`config.mk`:
```
export PLATFORM = sky130hd
export DESIGN_NAME = mem_pin_bridge
export DESIGN_NICKNAME = d
export VERILOG_FILES = /design/src/rtl/mem_pin_bridge.sv
export SDC_FILE = /design/constraint.sdc
export NUM_CORES = 1
export LEC_CHECK = 0
export ABC_AREA = 1
export CAP_MARGIN = 30
export CORE_ASPECT_RATIO = 0.5
export CORE_MARGIN = 5
export CORE_UTILIZATION = 32
export CTS_CLUSTER_DIAMETER = 150
export DETAILED_ROUTE_END_ITERATION = 10
export GPL_TIMING_DRIVEN = 0
export PLACE_DENSITY = 0.63
export REMOVE_ABC_BUFFERS = 1
export SYNTH_ARGS = -nofsm -noshare
export SYNTH_HDL_FRONTEND = slang
export SYNTH_SLANG_ARGS = --single-unit
```
`constraint.sdc`:
```
create_clock -name clk -period 2.9 [get_ports clk]
set_input_delay 0.29 -clock clk [delete_from_list [all_inputs] [get_ports clk]]
set_output_delay 0.29 -clock clk [all_outputs]
set_load 0.02 [all_outputs]
```
`src/rtl/mem_pin_bridge.sv`:
```
// Load/store responder that serializes each core access over an 8-bit pin port
// with a 4-phase req/ack handshake. Optional ack timeout: MEM_PIN_BRIDGE_TIMEOUT_EN.
module mem_pin_bridge #(
    parameter int SYNC_STAGES    = 2,
    parameter int TIMEOUT_CYCLES = 255
) (
    input  logic        clk,
    input  logic        rst_n,
    input  logic        memory_read,
    input  logic        memory_write,
    input  logic [2:0]  option,
    input  logic [31:0] address,
    input  logic [31:0] write_data,
    output logic [31:0] read_data,
    output logic        memory_response,
    output logic [7:0]  ext_dout,
    output logic        ext_oe,
    input  logic [7:0]  ext_din,
    output logic        ext_req,
    input  logic        ext_ack,
    output logic        err
);

    typedef enum logic [2:0] {
        S_IDLE,
        S_SETUP,
        S_REQ,
        S_REL,
        S_RESP
    } state_t;

    typedef struct packed {
        logic        wr;
        logic [2:0]  opt;
        logic [31:0] addr;
        logic [31:0] wdata;
    } xfer_t;

    state_t                 state_q, state_d;
    xfer_t                  xfer, cap;
    logic [SYNC_STAGES-1:0] ack_sync;
    logic                   ack_s;
    logic [3:0]             byte_idx, next_idx, last_idx;
    logic [31:0]            rd_shift;
    logic                   wait_miss, abort;

    function automatic logic [3:0] nbytes(input logic [1:0] sz);
        logic [3:0] n;
        case (sz)
            2'b00:   n = 4'd1;
            2'b01:   n = 4'd2;
            default: n = 4'd4;
        endcase
        return n;
    endfunction

    function automatic logic [1:0] size_code(input logic [1:0] sz);
        logic [1:0] c;
        case (sz)
            2'b00:   c = 2'b00;
            2'b01:   c = 2'b01;
            default: c = 2'b10;
        endcase
        return c;
    endfunction

    // Frame layout by byte index: 0 header, 1-4 address LSB first, 5.. data LSB first.
    function automatic logic [7:0] byte_at(input xfer_t x, input logic [3:0] idx);
        logic [7:0] b;
        case (idx)
            4'd0:    b = {x.wr, size_code(x.opt[1:0]), 5'b0};
            4'd1:    b = x.addr[7:0];
            4'd2:    b = x.addr[15:8];
            4'd3:    b = x.addr[23:16];
            4'd4:    b = x.addr[31:24];
            4'd5:    b = x.wr ? x.wdata[7:0]   : 8'h00;
            4'd6:    b = x.wr ? x.wdata[15:8]  : 8'h00;
            4'd7:    b = x.wr ? x.wdata[23:16] : 8'h00;
            4'd8:    b = x.wr ? x.wdata[31:24] : 8'h00;
            default: b = 8'h00;
        endcase
        return b;
    endfunction

    function automatic logic oe_at(input xfer_t x, input logic [3:0] idx);
        return x.wr || (idx < 4'd5);
    endfunction

    // Read bytes enter at the top, so a short load ends up in the upper bytes.
    function automatic logic [31:0] load_result(input logic [2:0] opt, input logic [31:0] sh);
        logic [31:0] r;
        case (opt[1:0])
            2'b00:   r = opt[2] ? {24'h0, sh[31:24]} : {{24{sh[31]}}, sh[31:24]};
            2'b01:   r = opt[2] ? {16'h0, sh[31:16]} : {{16{sh[31]}}, sh[31:16]};
            default: r = sh;
        endcase
        return r;
    endfunction

    always_comb begin
        cap.wr    = memory_write;
        cap.opt   = option;
        cap.addr  = address;
        cap.wdata = write_data;
    end

    assign ack_s     = ack_sync[SYNC_STAGES-1];
    assign next_idx  = byte_idx + 4'd1;
    assign last_idx  = 4'd4 + nbytes(xfer.opt[1:0]);
    assign wait_miss = ((state_q == S_REQ) && !ack_s) || ((state_q == S_REL) && ack_s);

    always_ff @(posedge clk or negedge rst_n) begin
        if (!rst_n) ack_sync <= '0;
        else        ack_sync <= {ack_sync[SYNC_STAGES-2:0], ext_ack};
    end

`ifdef MEM_PIN_BRIDGE_TIMEOUT_EN
    localparam int TW = $clog2(TIMEOUT_CYCLES + 1);
    logic [TW-1:0] tmo_cnt;

    // Reloaded on entry to each ack-wait phase; abort once it runs out while still waiting.
    always_ff @(posedge clk or negedge rst_n) begin
        if (!rst_n) begin
            tmo_cnt <= '0;
        end else if ((state_d != state_q) && ((state_d == S_REQ) || (state_d == S_REL))) begin
            tmo_cnt <= TW'(TIMEOUT_CYCLES - 1);
        end else if (wait_miss && (tmo_cnt != '0)) begin
            tmo_cnt <= tmo_cnt - TW'(1);
        end
    end

    assign abort = wait_miss && (tmo_cnt == '0);

    always_ff @(posedge clk or negedge rst_n) begin
        if (!rst_n) err <= 1'b0;
        else        err <= err | abort;
    end
`else
    assign abort = 1'b0;
    assign err   = 1'b0;
`endif

    always_ff @(posedge clk or negedge rst_n) begin
        if (!rst_n) state_q <= S_IDLE;
        else        state_q <= state_d;
    end

    always_comb begin
        state_d         = state_q;
        ext_req         = 1'b0;
        memory_response = 1'b0;
        case (state_q)
            S_IDLE:  if (memory_read || memory_write) state_d = S_SETUP;
            S_SETUP: state_d = S_REQ;
            S_REQ: begin
                ext_req = 1'b1;
                if (ack_s)      state_d = S_REL;
                else if (abort) state_d = S_RESP;
            end
            S_REL: begin
                if (!ack_s)     state_d = (byte_idx == last_idx) ? S_RESP : S_SETUP;
                else if (abort) state_d = S_RESP;
            end
            S_RESP: begin
                memory_response = 1'b1;
                state_d         = S_IDLE;
            end
            default: state_d = S_IDLE;
        endcase
    end

    // Pin byte and direction only change while ext_req is low.
    always_ff @(posedge clk or negedge rst_n) begin
        if (!rst_n) begin
            xfer      <= '0;
            byte_idx  <= 4'd0;
            rd_shift  <= 32'h0;
            read_data <= 32'h0;
            ext_dout  <= 8'h00;
            ext_oe    <= 1'b0;
        end else begin
            case (state_q)
                S_IDLE: begin
                    if (state_d == S_SETUP) begin
                        xfer     <= cap;
                        byte_idx <= 4'd0;
                        rd_shift <= 32'h0;
                        ext_dout <= byte_at(cap, 4'd0);
                        ext_oe   <= 1'b1;
                    end
                end
                S_REQ: begin
                    if (ack_s && !xfer.wr && (byte_idx > 4'd4))
                        rd_shift <= {ext_din, rd_shift[31:8]};
                end
                S_REL: begin
                    if (state_d == S_SETUP) begin
                        byte_idx <= next_idx;
                        ext_dout <= byte_at(xfer, next_idx);
                        ext_oe   <= oe_at(xfer, next_idx);
                    end
                end
                S_RESP: begin
                    ext_dout <= 8'h00;
                    ext_oe   <= 1'b0;
                end
                default: ;
            endcase
            if ((state_d == S_RESP) && !xfer.wr)
                read_data <= abort ? 32'h0 : load_result(xfer.opt, rd_shift);
        end
    end

endmodule

```
# --- Word-level counts from Yosys, hierarchy flattened ---
# Index checks and enable logic that the tools add are counted.
# Widths: inputs -> output; s select.
totals:
  in_bits: 80
  ff_bits: 150
  word_cells: 82
classes:
  n_reduce_logical: 17
  n_eq_ne: 20
  magnitude_cmp: 2
  mux: 30
  add_sub_neg: 2
op_table:
  columns: ["operator", "count"]
  rows:
  - ["$mux 32", 4]
  - ["$pmux 32 s2", 2]
  - ["$pmux 8 s9", 1]
  - ["$mux 8", 6]
  - ["$pmux 8 s3", 1]
  - ["$eq 4x3->1 const B", 4]
  - ["$mux 3", 4]
  - ["$pmux 3 s4", 1]
  - ["$reduce_and 3->1", 3]
  - ["$eq 4x2->1 const B", 2]
  - ["$mux 4", 2]
  - ["$pmux 2 s2", 2]
  - ["$pmux 4 s2", 1]
  - ["$eq 3x1->1 const B", 2]
  - ["$eq 3x2->1 const B", 2]
  - ["$eq 3x3->1 const B", 2]
  - ["$pmux 3 s2", 1]
  - ["$add 3x4->4 const A", 1]
  - ["$add 4x1->4 const B", 1]
  - ["$eq 2x1->1 const B", 2]
  - ["$eq 4x1->1 const B", 1]
  - ["$eq 4x4->1", 1]
  - ["$eq 4x4->1 const B", 1]
  - ["$gt 4x3->1 const B", 1]
  - ["other kinds (14)", 23]

# --- Depth between registers and ports, before layout ---
# Gate-level depths: netlist of the first run.
depth:
  ltp_word: 10
  mapped_depth: 13

# --- Worst setup path before layout of the first run ---
# OpenSTA, ideal clock, no wires.
synth_path:
  kind: "reg2reg"
  start: "register byte_idx[0]"
  end: "register rd_shift[10]"
  setup_time_ns: 0.066
  path_slack_ns: 1.171
  arrival_ns: 1.663
  n_path_buf: 2
  stages_incl_launch_ff: 10
  cell_sequence: "dfrtp_1 -> inv_1 -> ha_1 -> o21ai_2 -> o2111ai_4 -> nand2_1 -> buf_4 -> buf_4 -> nand3_1 -> nand2_1"
synth_via:
  elab_chain_cells: 7
  elab_cells_between_ends: 10
  classes_between: "order compare (1); eq/ne (4); mux (3); reduce/logical (2)"
synth_rtl:
  columns: ["item", "line", "rtl"]
  rows:
  - ["from (decl)", "43", "logic [3:0] byte_idx, next_idx, last_idx;"]
  - ["from (signal assigned)", "198", "byte_idx <= next_idx;"]
  - ["$eq 4x4->1", "161", "if (!ack_s) state_d = (byte_idx == last_idx) ? S_RESP : S_SETUP;"]
  - ["$mux 3 (2 in series)", "161", null]
  - ["$pmux 3 s4", "152", "case (state_q)"]
  - ["$eq 3x1->1", "184", "if (state_d == S_SETUP) begin"]
  - ["$ne 2x2->1 (no line)", null, null]
  - ["$reduce_and 3->1 (no line) (*)", null, null]
  - ["to (signal assigned)", "194", "rd_shift <= {ext_din, rd_shift[31:8]};"]
  - ["to (decl)", "44", "logic [31:0] rd_shift;"]
# Every way passes the cells marked *; elsewhere a longest branch is shown, timed or not.
# A chain may end at the register's enable or synchronous reset.

# --- Worst setup path in the final report of the first run ---
layout_path:
  start: "register state_q[2]"
  end: "output port ext_req"
layout_via:
  elab_chain_cells: 2
layout_rtl:
  columns: ["item", "line", "rtl"]
  rows:
  - ["from (decl)", "39", "state_t state_q, state_d;"]
  - ["from (signal assigned)", "145", "else state_q <= state_d;"]
  - ["$eq 3x2->1", "152", null]
  - ["$mux 1", "152", null]
  - ["to (decl)", "19", "output logic ext_req,"]
# No other way between the ends.

==> metrics.csv, run 1 <==
metric;value;unit
status;complete, no violations;
grt_util_all_layers;0.151;
core-area;21700;µm²
yosys.area.top_type;dfrtp_1;
clockPowerShare;0.246;
synth_common_cells;159 x nand2_1, 150 x dfrtp_1, 86 x nand3_1, 64 x mux2_2, 45 x nor2_1;
muxShareOfSynthArea;0.102;
clk_pin_slew;0.06;ns
row_count;38;
synth-xor-area-share;0;
pre_cts_slack;-0.0112;ns
place_inst;1130;
ys_async_sr_fraction;1.00;
rsz0062_at_grt;false;
synth_top_flop_cell;dfrtp_1;
cts_tree;built;
antenna_found_initial;0;
switching_share;0.374;
synth-seq-cells;150;
vdd_drop_max;0.000457;V
synth_warnings;0;
critPathKind;flop to output port;
drive_gt1_frac;0.161;
powerDensity;1070;nW/µm²
gp_congestion;0.772;
insertion_delay;0.42;ns
yosysMostFrequentCell;nand2_1;
detail-route-antenna-nets;0;
relSlewSlack;0.396;
wl;18600;µm
yosys.area_share.adder;0.0106;
finish.utilization;0.427;
first_iter_violations;319;
drcViolationCount;0;
synth-simple-area-share;0.219;
grt_pass1_vias;5617;
cp.required;2.61;ns
p_leak;0.00414;µW
vias;5616;
post-route-period-util;0.938;
cts_sinks;150;
clk_path_buf_depth;2;
synth_top_area_share;0.529;
start_util;0.326;
io_buffers;122;
worstSetupEndpointType;output port;
finalSetupViolCount;0;
fin_hold_ws;0.312;ns
startpoint_type;flop;
comb_power_share;0.391;
avgViaCountPerCell;4.82;
synth_top_family_by_area;simple AND/OR/NAND/NOR gates;
synthesis.area;7090;µm²
wl_per_cell;16.0;µm
hold_path_class;input port to flop;
syn_area_per_cell;9.53;µm²
drv_cap;0;
numCtsBuffers;17;
io_pins;124;
skew;0.00748;ns
dieArea;25400;µm²
dieHeight;115;µm
area_growth;30.8;%
layout_setup_ws;0.179;ns
synth_area_leaders;dfrtp_1 53%, mux2_2 10%, nand2_1 8.4%;
grt_max_degree;90;
synth-edff-count;0;
worstMarginPinSlew;0.903;ns
post-cts-setup-buffers;0;
netSwitchingPower;3720;µW
hold_viol;0;
synthCells;744;
cts-root-buf;clkbuf_16;
p_int;6220;µW
synth_compound_area_frac;0.0794;
drt-pass1-iter-count;4;
instances_no_fill;1164;
diodes;0;
fmax;367;MHz
n_fill_cell;2144;
synth_cell_type_count;36;
min_period;2.72;ns
grt_overflow;0;
synth_sequential_area_ratio;0.529;
grt_pass1_wl;30000;µm
sequentialPowerShare;0.363;
totalPowerFinal;9940;µW
report.final.slew_viol_count;0;
htree_levels;4;
arrival;2.43;ns
die_w;221;µm
fin_nets;937;
dp_hpwl;12900;µm
cp_max_fo;17;
==> cells by family after synthesis <==
logic type | count (synthesis)
muxes | 64
buffers and inverters | 91
and+or+nand+nor | 341
DFF | 150
other | 1
adders and majority gates | 6
AOI/OAI and AO/OA | 91
==> timing repair <==
action,4_1_cts,5_1_grt
gates resized for setup,1,1
hold endpoints to repair,47,0
hold buffers,1,0
setup endpoints to repair,1,2
==> final timing paths <==
check                       startpoint       endpoint  slack [ns]  cells past startpoint
setup / recovery            state_q[2]        ext_req        0.18                      5
hold / removal                 ext_ack    ack_sync[0]        0.31                      1
setup reg to reg           byte_idx[0]   rd_shift[17]        0.32                      8
hold reg to reg            ack_sync[0]    ack_sync[1]        0.35                      0
max in group asynchronous        rst_n  read_data[19]        1.58                      3
min in group asynchronous        rst_n       xfer[14]        0.52                      2
==> registers in the layout (all words and copies together), names as in the netlist <==
register and count:
ack_sync 2, byte_idx 4, ext_dout 8, ext_oe 1, rd_shift 32, read_data 32, state_q 3, xfer 68
==> critical path: stages, from the launching register on <==
cell and delay (ns):
dfrtp_1 0.47, nor2_1 0.26, nand2_1 0.16, clkinvlp_4 0.29
buf_8 0.21, clkdlybuf4s50_1 0.62
==> cell usage in the layout (no fill, tap or decap), drive strengths merged, types with 3 or more instances in the layout <==
master,Yosys,routed
clkdlybuf4s50,0,121
o21ai,44,44
o22ai,7,7
buf,31,8
clkinvlp,0,5
nand4,27,27
nand3,86,86
clkbuf,11,21
mux2,64,64
nand2,167,167
nor2,53,53
bufinv,0,5
a31oi,15,15
a221oi,8,8
a21oi,15,15
ha,6,6
nand3b,3,3
dfrtp,150,150
inv,48,48
or2,3,3
==> power by group through the flow <==
stage          Sequential [µW]  Combinational [µW]  Clock, µW
5_1_grt                   3730                4310       2590
2_1_floorplan             3810                2120          0
3_5_place_dp              3640                3910          0
6_report                  3610                3880       2450
4_1_cts                   3610                3930       2510
3_3_place_gp              3690                3650          0
==> metal layers <==
metal / wire length, µm / track usage
met1: 8540 / 0.204
met2: 8990 / 0.249
met3: 800 / 0.0263
met4: 289 / 0.0500
met5: 0 / 0
==> layout make-up <==
type / count / area (µm²) / share of cell area
clock buffer: 21 / 450 / 0.0486
clock inverter: 11 / 198 / 0.0213
inverter: 49 / 190 / 0.0205
multi-input combinational: 503 / 2920 / 0.315
sequential: 150 / 3750 / 0.405
tap: 300 / 375 / 0.0405
timing repair buffer: 130 / 1390 / 0.150
==> per-stage QoR <==
step / area (µm²) / setup TNS [ns]
2_1_floorplan: 6850 / -1.48
3_3_place_gp: 8450 / -764.11
3_5_place_dp: 8600 / -0.0153
4_1_cts: 9260 / 0
5_1_grt: 9280 / 0
6_report: 9280 / 0
Power figures use the tool's default switching activity.
==> run 2, diff against run 1 <==
--- a/config.mk
+++ b/config.mk
@@ -9,11 +9,11 @@
 export CAP_MARGIN = 30
 export CORE_ASPECT_RATIO = 0.5
 export CORE_MARGIN = 5
-export CORE_UTILIZATION = 32
+export CORE_UTILIZATION = 50
 export CTS_CLUSTER_DIAMETER = 150
 export DETAILED_ROUTE_END_ITERATION = 10
 export GPL_TIMING_DRIVEN = 0
-export PLACE_DENSITY = 0.63
+export PLACE_DENSITY = 0.86
 export REMOVE_ABC_BUFFERS = 1
 export SYNTH_ARGS = -nofsm -noshare
 export SYNTH_HDL_FRONTEND = slang
==> run 2 against run 1 <==
Effect of this change: critical path depth down 1; clock skew up 0.0046 ns; utilization up 23 points; sequential share of layout area up 0.97 points; non-clock buffer count down 2; global-route usage up 6.5 points; combinational power down 2%; cell count down 9.4%.
==> metrics.csv, run 2 (same netlist as run 1, synthesis figures left out) <==
metric;value;unit;change
p_leak;0.00410;µW;-0.82%
powerDensity;1070;nW/µm²;-0.17%
final_common_cell;nand2_1;;
finalSetupViolCount;0;;unchanged
diodes;0;;unchanged
hold_path_class;input port to flop;;
place_area;8430;µm²;-1.9%
arrival;2.43;ns;about the same
startpoint_type;flop;;
io_pins;124;;unchanged
fmax;368;MHz;about the same
cts_sinks;150;;unchanged
cts-root-buf;clkbuf_16;;
timing.rr.end;rd_shift[22];;
clk_path_buf_depth;2;;unchanged
drv_cap;0;;unchanged
cts_tree;built;;
drive_gt1_frac;0.162;;+0.00135
r2r_cells;6;;-2
wl;17800;µm;-4.2%
insertion_delay;0.41;ns;about the same
clk_pin_slew;0.06;ns;about the same
io_buffers;122;;unchanged
cp.required;2.61;ns;about the same
die_w;178;µm;-19%
n_fill_cell;1059;;-51%
worstSetupEndpointType;output port;;
core-area;13700;µm²;-37%
rsz0062_at_grt;false;;
grt_pass1_vias;5924;;+5.5%
cp_max_fo;33;;+16
grt_util_all_layers;0.216;;+0.0649
crit_chain;nor2_1 -> nand2_1 -> clkinvlp_4 -> clkdlybuf4s50_1;;
avgViaCountPerCell;5.57;;+15%
dp_hpwl;12000;µm;-6.6%
vias;5872;;+4.6%
wl_per_cell;16.9;µm;+5.7%
reg2reg_from;xfer[67];;
vdd_drop_max;0.000436;V;-4.7%
htree_levels;4;;unchanged
critPathKind;flop to output port;;
detail-route-antenna-nets;0;;unchanged
worstMarginPinSlew;0.905;ns;+0.00242 ns
antenna_found_initial;0;;unchanged
cp_slowest_cell;clkdlybuf4s50_1;;
worstSetupEndpoint;ext_req;;
dieHeight;94.2;µm;-18%
row_count;30;;-21%
max_flop_register;xfer;;
report.final.slew_viol_count;0;;unchanged
grt_overflow;0;;unchanged
grt_max_degree;77;;-14%
dieArea;16800;µm²;-34%
cpPeakStageDelay;0.73;ns;+0.11 ns
hold_viol;0;;unchanged
largest_register_ffs;68;;unchanged
grt_pass1_wl;29100;µm;-3.1%
start_util;0.518;;+0.191
instances_no_fill;1055;;-9.4%
skew;0.0121;ns;+0.00459 ns
startpoint;state_q[2];;
area_growth;27.8;%;
largestRegisters;xfer (68), rd_shift (32), read_data (32);;
drcViolationCount;0;;unchanged
first_iter_violations;596;;+87%
relSlewSlack;0.397;;+0.000607
fin_nets;936;;-0.11%
drt-pass1-iter-count;5;;+1
final_cell_area;9060;µm²;-2.3%
most-common-layout-cells;159 x nand2_1, 150 x dfrtp_1, 121 x clkdlybuf4s50_1, 86 x nand3_1, 64 x mux2_2;;
min_period;2.72;ns;-0.00197 ns
place_inst;1021;;-9.6%
post-route-period-util;0.938;;about the same
gp_congestion;0.796;;+3.1%
numCtsBuffers;17;;unchanged
reg2reg_slack;0.24;ns;-0.08 ns
status;complete, no violations;;
## run 2: through the flow
step                hold slack (ns)  power (µW)  setup slack, ns  setup TNS (ns)  utilization
floorplan                  -0.00559        5930          -0.0780           -1.48            -
global placement              0.334        7190            -4.26         -693.95        0.607
detailed placement            0.342        7450           0.0394               0        0.616
CTS                           0.306        9690            0.179               0        0.660
global route                  0.313       10300           0.0483               0        0.661
finish                        0.321        9690            0.181               0        0.661
## run 2: power by group
part	total (µW)	switching [µW]	internal, µW	leakage, µW
Sequential	3640	656	2990	0.00191
Clock	2220	933	1290	0.000280
Combinational	3820	2190	1640	0.00191
Total	9690	3780	5910	0.00410
## run 2: what timing repair did
action	4_1_cts	5_1_grt
gates cloned	0	1
gates resized for setup	1	1
setup buffers	0	0
setup endpoints to repair	1	15
endpoints found under the hold margin	74	0
hold buffers	1	0
pin swaps	0	1
## run 2: worst min path at each step
stage                           start     endpoint  cells past startpoint
after floorplan                 rst_n  ack_sync[0]                      0
after global placement    ack_sync[0]  ack_sync[1]                      0
after detailed placement  ack_sync[0]  ack_sync[1]                      0
after CTS                     ext_ack  ack_sync[0]                      1
after global routing          ext_ack  ack_sync[0]                      1
final                         ext_ack  ack_sync[0]                      1
## run 2: worst max-delay path: cells and delay by family, from the launching register on
kind,cells,cell delay [ns]
simple gates,2,0.39
flops,1,0.46
buf+inv,2,1.16
## run 2: final cells by class
type                       count  area (µm²)  share of cell area
sequential                   150        3750               0.414
multi-input combinational    504        2930               0.324
timing repair buffer         128        1350               0.148
clock buffer                  17         425              0.0470
tap                          192         240              0.0265
inverter                      49         190              0.0210
clock inverter                15         170              0.0188
## run 2: metal layers
layer,GRT usage,vias to the layer above,wire length (µm)
li1,-,2736,-
met1,0.287,2850,7680
met2,0.353,249,8550
met3,0.0362,37,1190
met4,0.0906,0,405
met5,0,-,0
==> run 3, diff against run 2 <==
--- a/config.mk
+++ b/config.mk
@@ -5,15 +5,14 @@
 export SDC_FILE = /design/constraint.sdc
 export NUM_CORES = 1
 export LEC_CHECK = 0
-export ABC_AREA = 1
 export CAP_MARGIN = 30
 export CORE_ASPECT_RATIO = 0.5
 export CORE_MARGIN = 5
-export CORE_UTILIZATION = 50
+export CORE_UTILIZATION = 41
 export CTS_CLUSTER_DIAMETER = 150
 export DETAILED_ROUTE_END_ITERATION = 10
 export GPL_TIMING_DRIVEN = 0
-export PLACE_DENSITY = 0.86
+export PLACE_DENSITY = 0.74
 export REMOVE_ABC_BUFFERS = 1
 export SYNTH_ARGS = -nofsm -noshare
 export SYNTH_HDL_FRONTEND = slang
==> run 3 against run 2 <==
Effect of this change: clock power rose by 5%; fmax fell by 0.57%; register-to-register slack got worse by 0.08 ns; utilization fell by 12 points; largest cell class unchanged; first-iteration DRC count fell by 62%; via count fell by 3.9%.
==> metrics.csv, run 3 <==
metric;value;unit;change
synth_top_area_share;0.523;;-0.00646
most-common-layout-cells;148 x dfrtp_1, 134 x nand2_1, 121 x clkdlybuf4s50_1, 65 x mux2_2, 46 x o21ai_0;;
finalSetupViolCount;0;;unchanged
clk_path_buf_depth;2;;unchanged
grt_overflow;0;;unchanged
clk_pin_slew;0.07;ns;about the same
yosysMostFrequentCell;dfrtp_1;;
place_inst;1001;;-2.0%
muxShareOfSynthArea;0.117;;+0.0157
instances_no_fill;1035;;-1.9%
seqCellArea;3760;µm²;+0.13%
wl_per_cell;18.1;µm;+7.3%
synth-edff-count;0;;unchanged
worstMarginPinSlew;0.860;ns;-0.0447 ns
area_growth;29.3;%;
hold_path_class;input port to flop;;
powerDensity;980;nW/µm²;-8.4%
cts-root-buf;clkbuf_16;;
grt_util_all_layers;0.187;;-0.0291
worstSetupEndpointType;flop;;
status;complete, no violations;;
antenna_found_initial;0;;unchanged
grt_pass1_vias;5810;;-1.9%
dieArea;20400;µm²;+21%
drive_gt1_frac;0.187;;+0.0250
drv_cap;0;;unchanged
rsz0062_at_grt;false;;
detail-route-antenna-nets;0;;unchanged
row_count;34;;+13%
pre_cts_slack;-0.478;ns;-0.517 ns
diodes;0;;unchanged
relSlewSlack;0.426;;+0.0298
yosys.area_share.adder;0.0105;;-0.000129
reg2reg_slack;0.16;ns;-0.08 ns
core-area;17300;µm²;+26%
insertion_delay;0.42;ns;about the same
synthesis.area;7180;µm²;+1.2%
largest_register_ffs;68;;unchanged
multiInputGateArea;3180;µm²;+8.5%
synth_sequential_area_ratio;0.523;;-0.00646
fin_hold_ws;0.310;ns;-0.0113 ns
drt-pass1-iter-count;6;;+1
min_period;2.74;ns;+0.0156 ns
fmax;366;MHz;-0.57%
numCtsBuffers;17;;unchanged
hold_viol;0;;unchanged
totalPowerFinal;9100;µW;-6.1%
first_iter_violations;229;;-62%
layout_setup_ws;0.165;ns;-0.0156 ns
wl;18800;µm;+5.3%
synth-simple-area-share;0.129;;-0.0896
largestRegisters;xfer (68), rd_shift (32), read_data (32);;
post-route-period-util;0.943;;+0.00537
arrival;3.03;ns;+0.60 ns
skew;0.0110;ns;-0.00107 ns
dieHeight;104;µm;+9.9%
start_util;0.416;;-0.102
vdd_drop_max;0.000646;V;+48%
synth-xor-area-share;0.00244;;+0.00244
die_w;197;µm;+10%
synth_cell_type_count;60;;+67%
drcViolationCount;0;;unchanged
p_leak;0.00380;µW;-7.5%
report.final.slew_viol_count;0;;unchanged
n_fill_cell;1541;;+46%
vias;5644;;-3.9%
yosys.area.top_type;dfrtp_1;;
synth_compound_area_frac;0.177;;+0.0977
synth_top_flop_cell;dfrtp_1;;
cp_max_fo;40;;+21%
final_common_cell;dfrtp_1;;
cts_sinks;150;;unchanged
synth_warnings;0;;unchanged
io_buffers;122;;unchanged
fin_nets;874;;-6.6%
startpoint_type;flop;;
final_cell_area;9280;µm²;+2.5%
cp.required;3.19;ns;+0.58 ns
synthCells;691;;-7.1%
synth-seq-cells;150;;unchanged
htree_levels;4;;unchanged
synth_area_leaders;dfrtp_1 52%, mux2_2 10%, nand2_1 7.0%;;
synth_top_family_by_area;compound AO/OA/AOI/OAI gates;;
grt_pass1_wl;30800;µm;+5.7%
syn_area_per_cell;10.4;µm²;+9.0%
critPathKind;flop to flop;;
ys_async_sr_fraction;1.00;;unchanged
synth_common_cells;150 x dfrtp_1, 134 x nand2_1, 65 x mux2_2, 46 x o21ai_0, 40 x clkbuf_1;;
gp_congestion;0.857;;+7.6%
grt_max_degree;88;;+14%
cts_tree;built;;
max_flop_register;xfer;;
io_pins;124;;unchanged
dp_hpwl;12400;µm;+3.7%
place_area;8610;µm²;+2.1%
avgViaCountPerCell;5.45;;-2.0%
[run 3: cell types whose count changed after synthesis, sizes merged, moves of 21 or more]
cell    change
a21oi      +21
clkbuf     +29
inv        -39
nand2      -33
nand3      -73
nand4      -22
nor2       -26
o21ai      +33
[run 3: logic make-up after synthesis]
group	Yosys count
xor gates and xnor gates	2
AOI/OAI and AO/OA	183
DFF	150
other	1
buffers and inverters	62
muxes	76
and+or+nand+nor	211
adders and majority gates	6
[run 3: final timing paths]
| kind | from | to | depth (start not counted) |
|---|---|---|---|
| min in group asynchronous | rst_n | xfer[4] | 2 |
| max in group asynchronous | rst_n | rd_shift[27] | 3 |
| max | xfer[65] | read_data[14] | 7 |
| max reg2reg | xfer[65] | read_data[14] | 7 |
| min | ext_ack | ack_sync[0] | 1 |
| min reg2reg | ack_sync[0] | ack_sync[1] | 0 |
[run 3: final cells by class]
type                    count  area share
flip-flops and latches    150       0.405
repair buffers            131       0.151
inverters                   9     0.00364
well taps                 234      0.0315
multi-input cells         479       0.343
clock inverters            12      0.0193
clock buffers              20      0.0470
[run 3: through the flow]
stage,util,setup TNS [ns]
6_report,0.537,0
3_3_place_gp,0.488,-1184.58
5_1_grt,0.537,0
2_1_floorplan,-,-227.91
4_1_cts,0.537,0
3_5_place_dp,0.498,-12.55
[run 3: worst max-delay path, stage by stage (launching register included)]
cell,delay (ns)
dfrtp_4,0.64
inv_2,0.12
or4b_4,0.56
and2_4,0.17
or4_4,0.66
buf_12,0.25
nand2_1,0.12
o21ai_2,0.06
[run 3: repair_timing]
item                                    4_1_cts  5_1_grt
resized for setup                             4        3
setup buffers                                 1        0
endpoints found under the setup margin       37        4
hold buffers                                  1        0
endpoints found under the hold margin        63        0
[run 3: metal layers]
layer	routed length (µm)	global-route usage	share of wire	up-vias
li1	-	-	-	2667
met1	8480	0.255	0.45	2783
met2	9050	0.303	0.48	172
met3	995	0.0415	0.053	22
met4	245	0.0504	0.013	0
met5	0	0	0	-
[run 3: where the power goes]
| part | internal [µW] | switching [µW] | total, µW |
|---|---|---|---|
| logic | 1530 | 1760 | 3290 |
| registers | 2820 | 671 | 3490 |
| clock network | 1440 | 882 | 2320 |
| total | 5790 | 3310 | 9100 |
==> RTL edit 1 (flow settings as in run 2) <==
Encoding of `state_t`: now Gray code (3 bits for 5 states).
--- a/src/rtl/mem_pin_bridge.sv
+++ b/src/rtl/mem_pin_bridge.sv
@@ -23,9 +23,9 @@
 
     typedef enum logic [2:0] {
-        S_IDLE,
-        S_SETUP,
-        S_REQ,
-        S_REL,
-        S_RESP
+        S_IDLE  = 3'b000,
+        S_SETUP = 3'b001,
+        S_REQ   = 3'b011,
+        S_REL   = 3'b010,
+        S_RESP  = 3'b110
     } state_t;
 
Function: same outputs for any inputs over 10 cycles, from zero or initial values and one cycle with rst_n low; not proved beyond that.
==> RTL edit 1 against run 2 <==
Critical path depth is 1 lower. Sequential cell count stayed put. Design area is 0.62% higher. Non-clock buffer count is 2 lower. Synthesized area is 2.1% higher. Routed wire length is 2.4% lower. Final cell count is 2.5% higher. Combinational power is 4% lower. Die area is 1.9% higher. Setup slack better by 0.037 ns. Register-to-register slack hardly changed. Power is 4.0% lower. Largest cell class unchanged. Highest routed layer unchanged.
==> RTL edit 1: results (changes against run 2) <==
| Metric | Value |
|---|---|
| Met1 Resource Use GR | 26.8% (-1.9 points) |
| Buffers, non-clock | 126 (-1.6%) |
| Sequential area share after synthesis | 51.9% (-1.1 points) |
| Vias in the first global route | 5753 (-2.9%) |
| Comb pwr share | 39.3% (-0.2 points) |
| Flop2flop setup slack | 0.24 ns (about the same) |
| 1st-iter DRT viols | 475 (-20%) |
| Adder-cell share of the synthesized area | 1.04% (-0.021 points) |
| Die area | 17100 sq um (+1.9%) |
| Synth Area in Compound Gates | 8.45% (+0.51 points) |
| Synthesis-to-finish area growth | 26.0% |
| List of most frequent post-synthesis cells | nand2_1 (182), dfrtp_1 (150), nand3_1 (70) |
| Inverters | 64 (+31%) |
| Clk Latency, worst-skew pair | 0.41 ns (about the same) |
| Total GRT Usage | 20.6% (-1.0 points) |
| Multi-input combinational area share | 32.7% (+0.28 points) |
| First-pass GRT wire length | 28400 microns (-2.5%) |
| Synth cell types | 38 (+5.6%) |
| Status | completed |
| Met3 Track Usage GR | 3.66% (+0.040 points) |
| Static leakage | 4.17 nW (+1.7%) |
| Peak VDD IR | 0.489 mV (+12%) |
| Worst Path Arrival | 2.39 ns (-0.04 ns) |
| Layout Nets | 957 (+2.2%) |
| Worst-path maximum fanout | 35 (+6.1%) |
| Switching pwr | 3.59 mW (-5.0%) |
| Power Density | 1020 nW/um^2 (-4.6%) |
| Post-Layout Cell Count | 1081 (+2.5%) |
| FF-to-FF End | rd_shift[5]$_DFFE_PN0P_ |
| Via density per instance | 5.34 (-4.0%) |
| Final clock-cell share | 6.27% (-0.30 points) |
| Crit. Startpoint | state_q[0]$_DFF_PN0_ |
| Placed cells | 1049 (+2.7%) |
| Routed length per instance | 16.1 microns (-4.7%) |
| Mean post-synth cell area | 9.41 sq um (-1.3%) |
| # clk buffers | 20 (+3) |
| Met3 WL post-DR | 855 microns (-28%) |
| Met2 usage | 36.1% (+0.76 points) |
| Synth top area cells | dfrtp_1 (52%), mux2_2 (10%), nand2_1 (9.4%) |
| Multi-input combinational gate total | 512 (+1.6%) |
| Largest net degree at the start of global routing | 98 (+27%) |
| Met2 Routed Length | 8660 microns (+1.3%) |
| Post-synthesis mux area share | 10.1% (-0.050 points) |
| Fraction of registers with async set/reset | 100% (unchanged) |
| GPL Wtd Cong | 0.839 (+5.3%) |
| Seq pwr | 3.50 mW (-4%) |
| Signal buf overhead | 14.4% (-0.42 points) |
| Xor and xnor fraction of the mapped netlist area | 0.225% (+0.22 points) |
| Crit path capture | ext_req |
| Layout cell share with drive strength beyond 1 | 15.6% (-0.59 points) |
| Worst R2R Path Depth | 7 (+1) |
| Dpl cell area | 8510 sq um (+0.95%) |
| Register area | 3750 sq um (about the same) |
| #FFs+latches synth | 150 (unchanged) |
| Filler instances | 1141 (+7.7%) |
| Post-DP HPWL | 11600 microns (-3.4%) |
| Worst slack at placement | -0.363 ns (-0.403 ns) |
| Worst slew margin | 50.1% (+10 points) |
| Fin Clk Skew | 0.0135 ns (+0.00143 ns) |
## RTL edit 1: changes by cell type after synthesis, sizes merged, moves of 4 or more
cell    delta
a221oi     -8
nand2     +20
inv       +16
o22ai      -4
a31oi     -15
nor2      -16
o21ai     +37
a22oi      +6
nand3     -15
## RTL edit 1: cells by family after synthesis
family | Yosys count
AOI/OAI and AO/OA | 108
xor gates and xnor gates | 1
adders and majority gates | 6
buffers and inverters | 107
DFF | 150
muxes | 65
other | 1
and+or+nand+nor | 331
## RTL edit 1: repair_timing
action / CTS / global route
hold buffers: 1 / 0
hold endpoints to repair: 53 / 0
setup endpoints to repair: 43 / 59
gates cloned: 0 / 0
resized for setup: 2 / 4
## RTL edit 1: worst max-delay path, stage by stage, from the launching register on
cell             delay (ns)
dfrtp_1                0.59
nand3_1                0.19
inv_2                  0.48
clkdlybuf4s50_1        0.72
==> RTL edit 2 (flow settings as in run 2) <==
Without the edit above. Change the parameter `SYNC_STAGES` from 2 to 4.
--- a/src/rtl/mem_pin_bridge.sv
+++ b/src/rtl/mem_pin_bridge.sv
@@ -2,5 +2,5 @@
 // with a 4-phase req/ack handshake. Optional ack timeout: MEM_PIN_BRIDGE_TIMEOUT_EN.
 module mem_pin_bridge #(
-    parameter int SYNC_STAGES    = 2,
+    parameter int SYNC_STAGES    = 4,
     parameter int TIMEOUT_CYCLES = 255
 ) (
Function: changed (Yosys sat finds a counterexample within 4 cycles, from zero or initial values and one cycle with rst_n low).
==> RTL edit 2 against run 2 <==
Routed wire length is 3.9% lower. Design area shrank 0.30%. Sequential share of layout area up 0.69 points. Sequential cell count grew 2. Clock skew down 0.0011 ns. Power is 1.3% lower. Critical endpoint unchanged. Synthesized area rose by 0.34%. Setup slack improved by 0.15 ns.
==> RTL edit 2: results (changes against run 2) <==
| Metric | Value |
|---|---|
| Flop2flop setup slack | 0.36 ns (+0.12 ns) |
| Buffers on Ports | 122 (unchanged) |
| Seq pwr | 3.69 mW (+1%) |
| Peak VDD IR | 0.518 mV (+19%) |
| Worst Path Arrival | 2.28 ns (-0.15 ns) |
| Sequential area share after synthesis | 53.5% (+0.53 points) |
| Mean post-synth cell area | 9.34 sq um (-2.0%) |
| List of most frequent post-synthesis cells | nand2_1 (183), dfrtp_1 (152), mux2_2 (60) |
| Power Density | 1060 nW/um^2 (-0.96%) |
| Total CTS buffers | 17 (unchanged) |
| Yosys Warn Count | 0 (unchanged) |
| Switching pwr | 3.54 mW (-6.2%) |
| Synth Flop Type | dfrtp_1 |
| Root Buffer Master | clkbuf_16 |
| Synth Area in Compound Gates | 9.00% (+1.1 points) |
| Post-synthesis mux area share | 9.50% (-0.67 points) |
| GPL Wtd Cong | 0.819 (+2.9%) |
| Initial antenna violation count | 0 (unchanged) |
| # H-tree levels | 4 (unchanged) |
| Fraction of registers with async set/reset | 100% (unchanged) |
| First-pass GRT wire length | 28300 microns (-2.9%) |
| Worst Tran Pin Value | 0.961 ns (+0.0556 ns) |
| Crit. Startpoint | state_q[2]$_DFF_PN0_ |
| Grt total ovfl | 0 (unchanged) |
| Clock slew at reported path FFs | 0.06 ns (about the same) |
| Total GRT Usage | 21.2% (-0.39 points) |
| Status | completed |
| Layout cell share with drive strength beyond 1 | 14.2% (-2.0 points) |
| CTS Buffer Depth | 2 (unchanged) |
| Placed cells | 1041 (+2.0%) |
| Worst R2R Path Depth | 11 (+5) |
| Period utilization | 88.5% (-5.3 points) |
| Reg2reg start | xfer[65]$_DFFE_PN0P_ |
| Adder-cell share of the synthesized area | 1.06% (-0.0035 points) |
| Post-DP HPWL | 11500 microns (-3.9%) |
| WHS Path Cells | 1 (unchanged) |
| WHS | 0.326 ns (+0.00477 ns) |
| Largest net degree at the start of global routing | 86 (+12%) |
| Synth cell types | 33 (-8.3%) |
| Layout Nets | 955 (+2.0%) |
| Synth top area cells | dfrtp_1 (53%), nand2_1 (9.7%), mux2_2 (9.5%) |
| Drt pass-1 iters | 4 (-1) |
| 1st-iter DRT viols | 344 (-42%) |
| HP Start | ext_ack |
| Routed length per instance | 16.0 microns (-5.5%) |
| FF-to-FF End | read_data[18]$_DFFE_PN0P_ |
| Crit path capture | ext_req |
| Hold Path Sink | ack_sync[0]$_DFF_PN0_ |
| Xor and xnor fraction of the mapped netlist area | 0% (unchanged) |
| Total inserted antenna cells | 0 (unchanged) |
| Clk power | 2.23 mW |
| Biggest regs | xfer: 68 flops, rd_shift: 32 flops, read_data: 32 flops |
| Fin Clk Skew | 0.0110 ns (-0.00110 ns) |
| Hold Crit Class | input pin to flip-flop |
| Total number of vias | 5781 (-1.5%) |
| Drt total wl | 17100 microns (-3.9%) |
| Dpl cell area | 8410 sq um (-0.27%) |
| Static leakage | 4.14 nW (+0.80%) |
| Worst slack at placement | -0.229 ns (-0.268 ns) |
RTL edit 2: cell type report:
class	instances	area, sq um
clock buffers	19	443
repair buffers	125	1290
well taps	192	240
flip-flops and latches	152	3800
multi-input cells	518	2890
fillers	1096	4710
clock inverters	12	153
inverters	55	210
RTL edit 2: repair_timing:
| action | in CTS | in global routing |
|---|---|---|
| pin swaps | 0 | 0 |
| hold buffers | 1 | 0 |
| setup endpoints to repair | 16 | 49 |
| endpoints found under the hold margin | 67 | 0 |
| setup buffers | 0 | 0 |
| resized for setup | 2 | 2 |
RTL edit 2: worst max-delay path, stage by stage, from the launching register on:
cell	delay, ns
dfrtp_1	0.43
nor2_1	0.17
nand2_1	0.12
clkinvlp_4	0.42
clkdlybuf4s50_1	0.71
RTL edit 2: metal layers:
metal  vias up  track usage, %  share of wire [%]
li1       2746               -                  -
met1      2792            27.2                 43
met2       217            36.2                 49
met3        26            3.60                6.1
met4         0            8.68                1.9
met5         -               0                  0
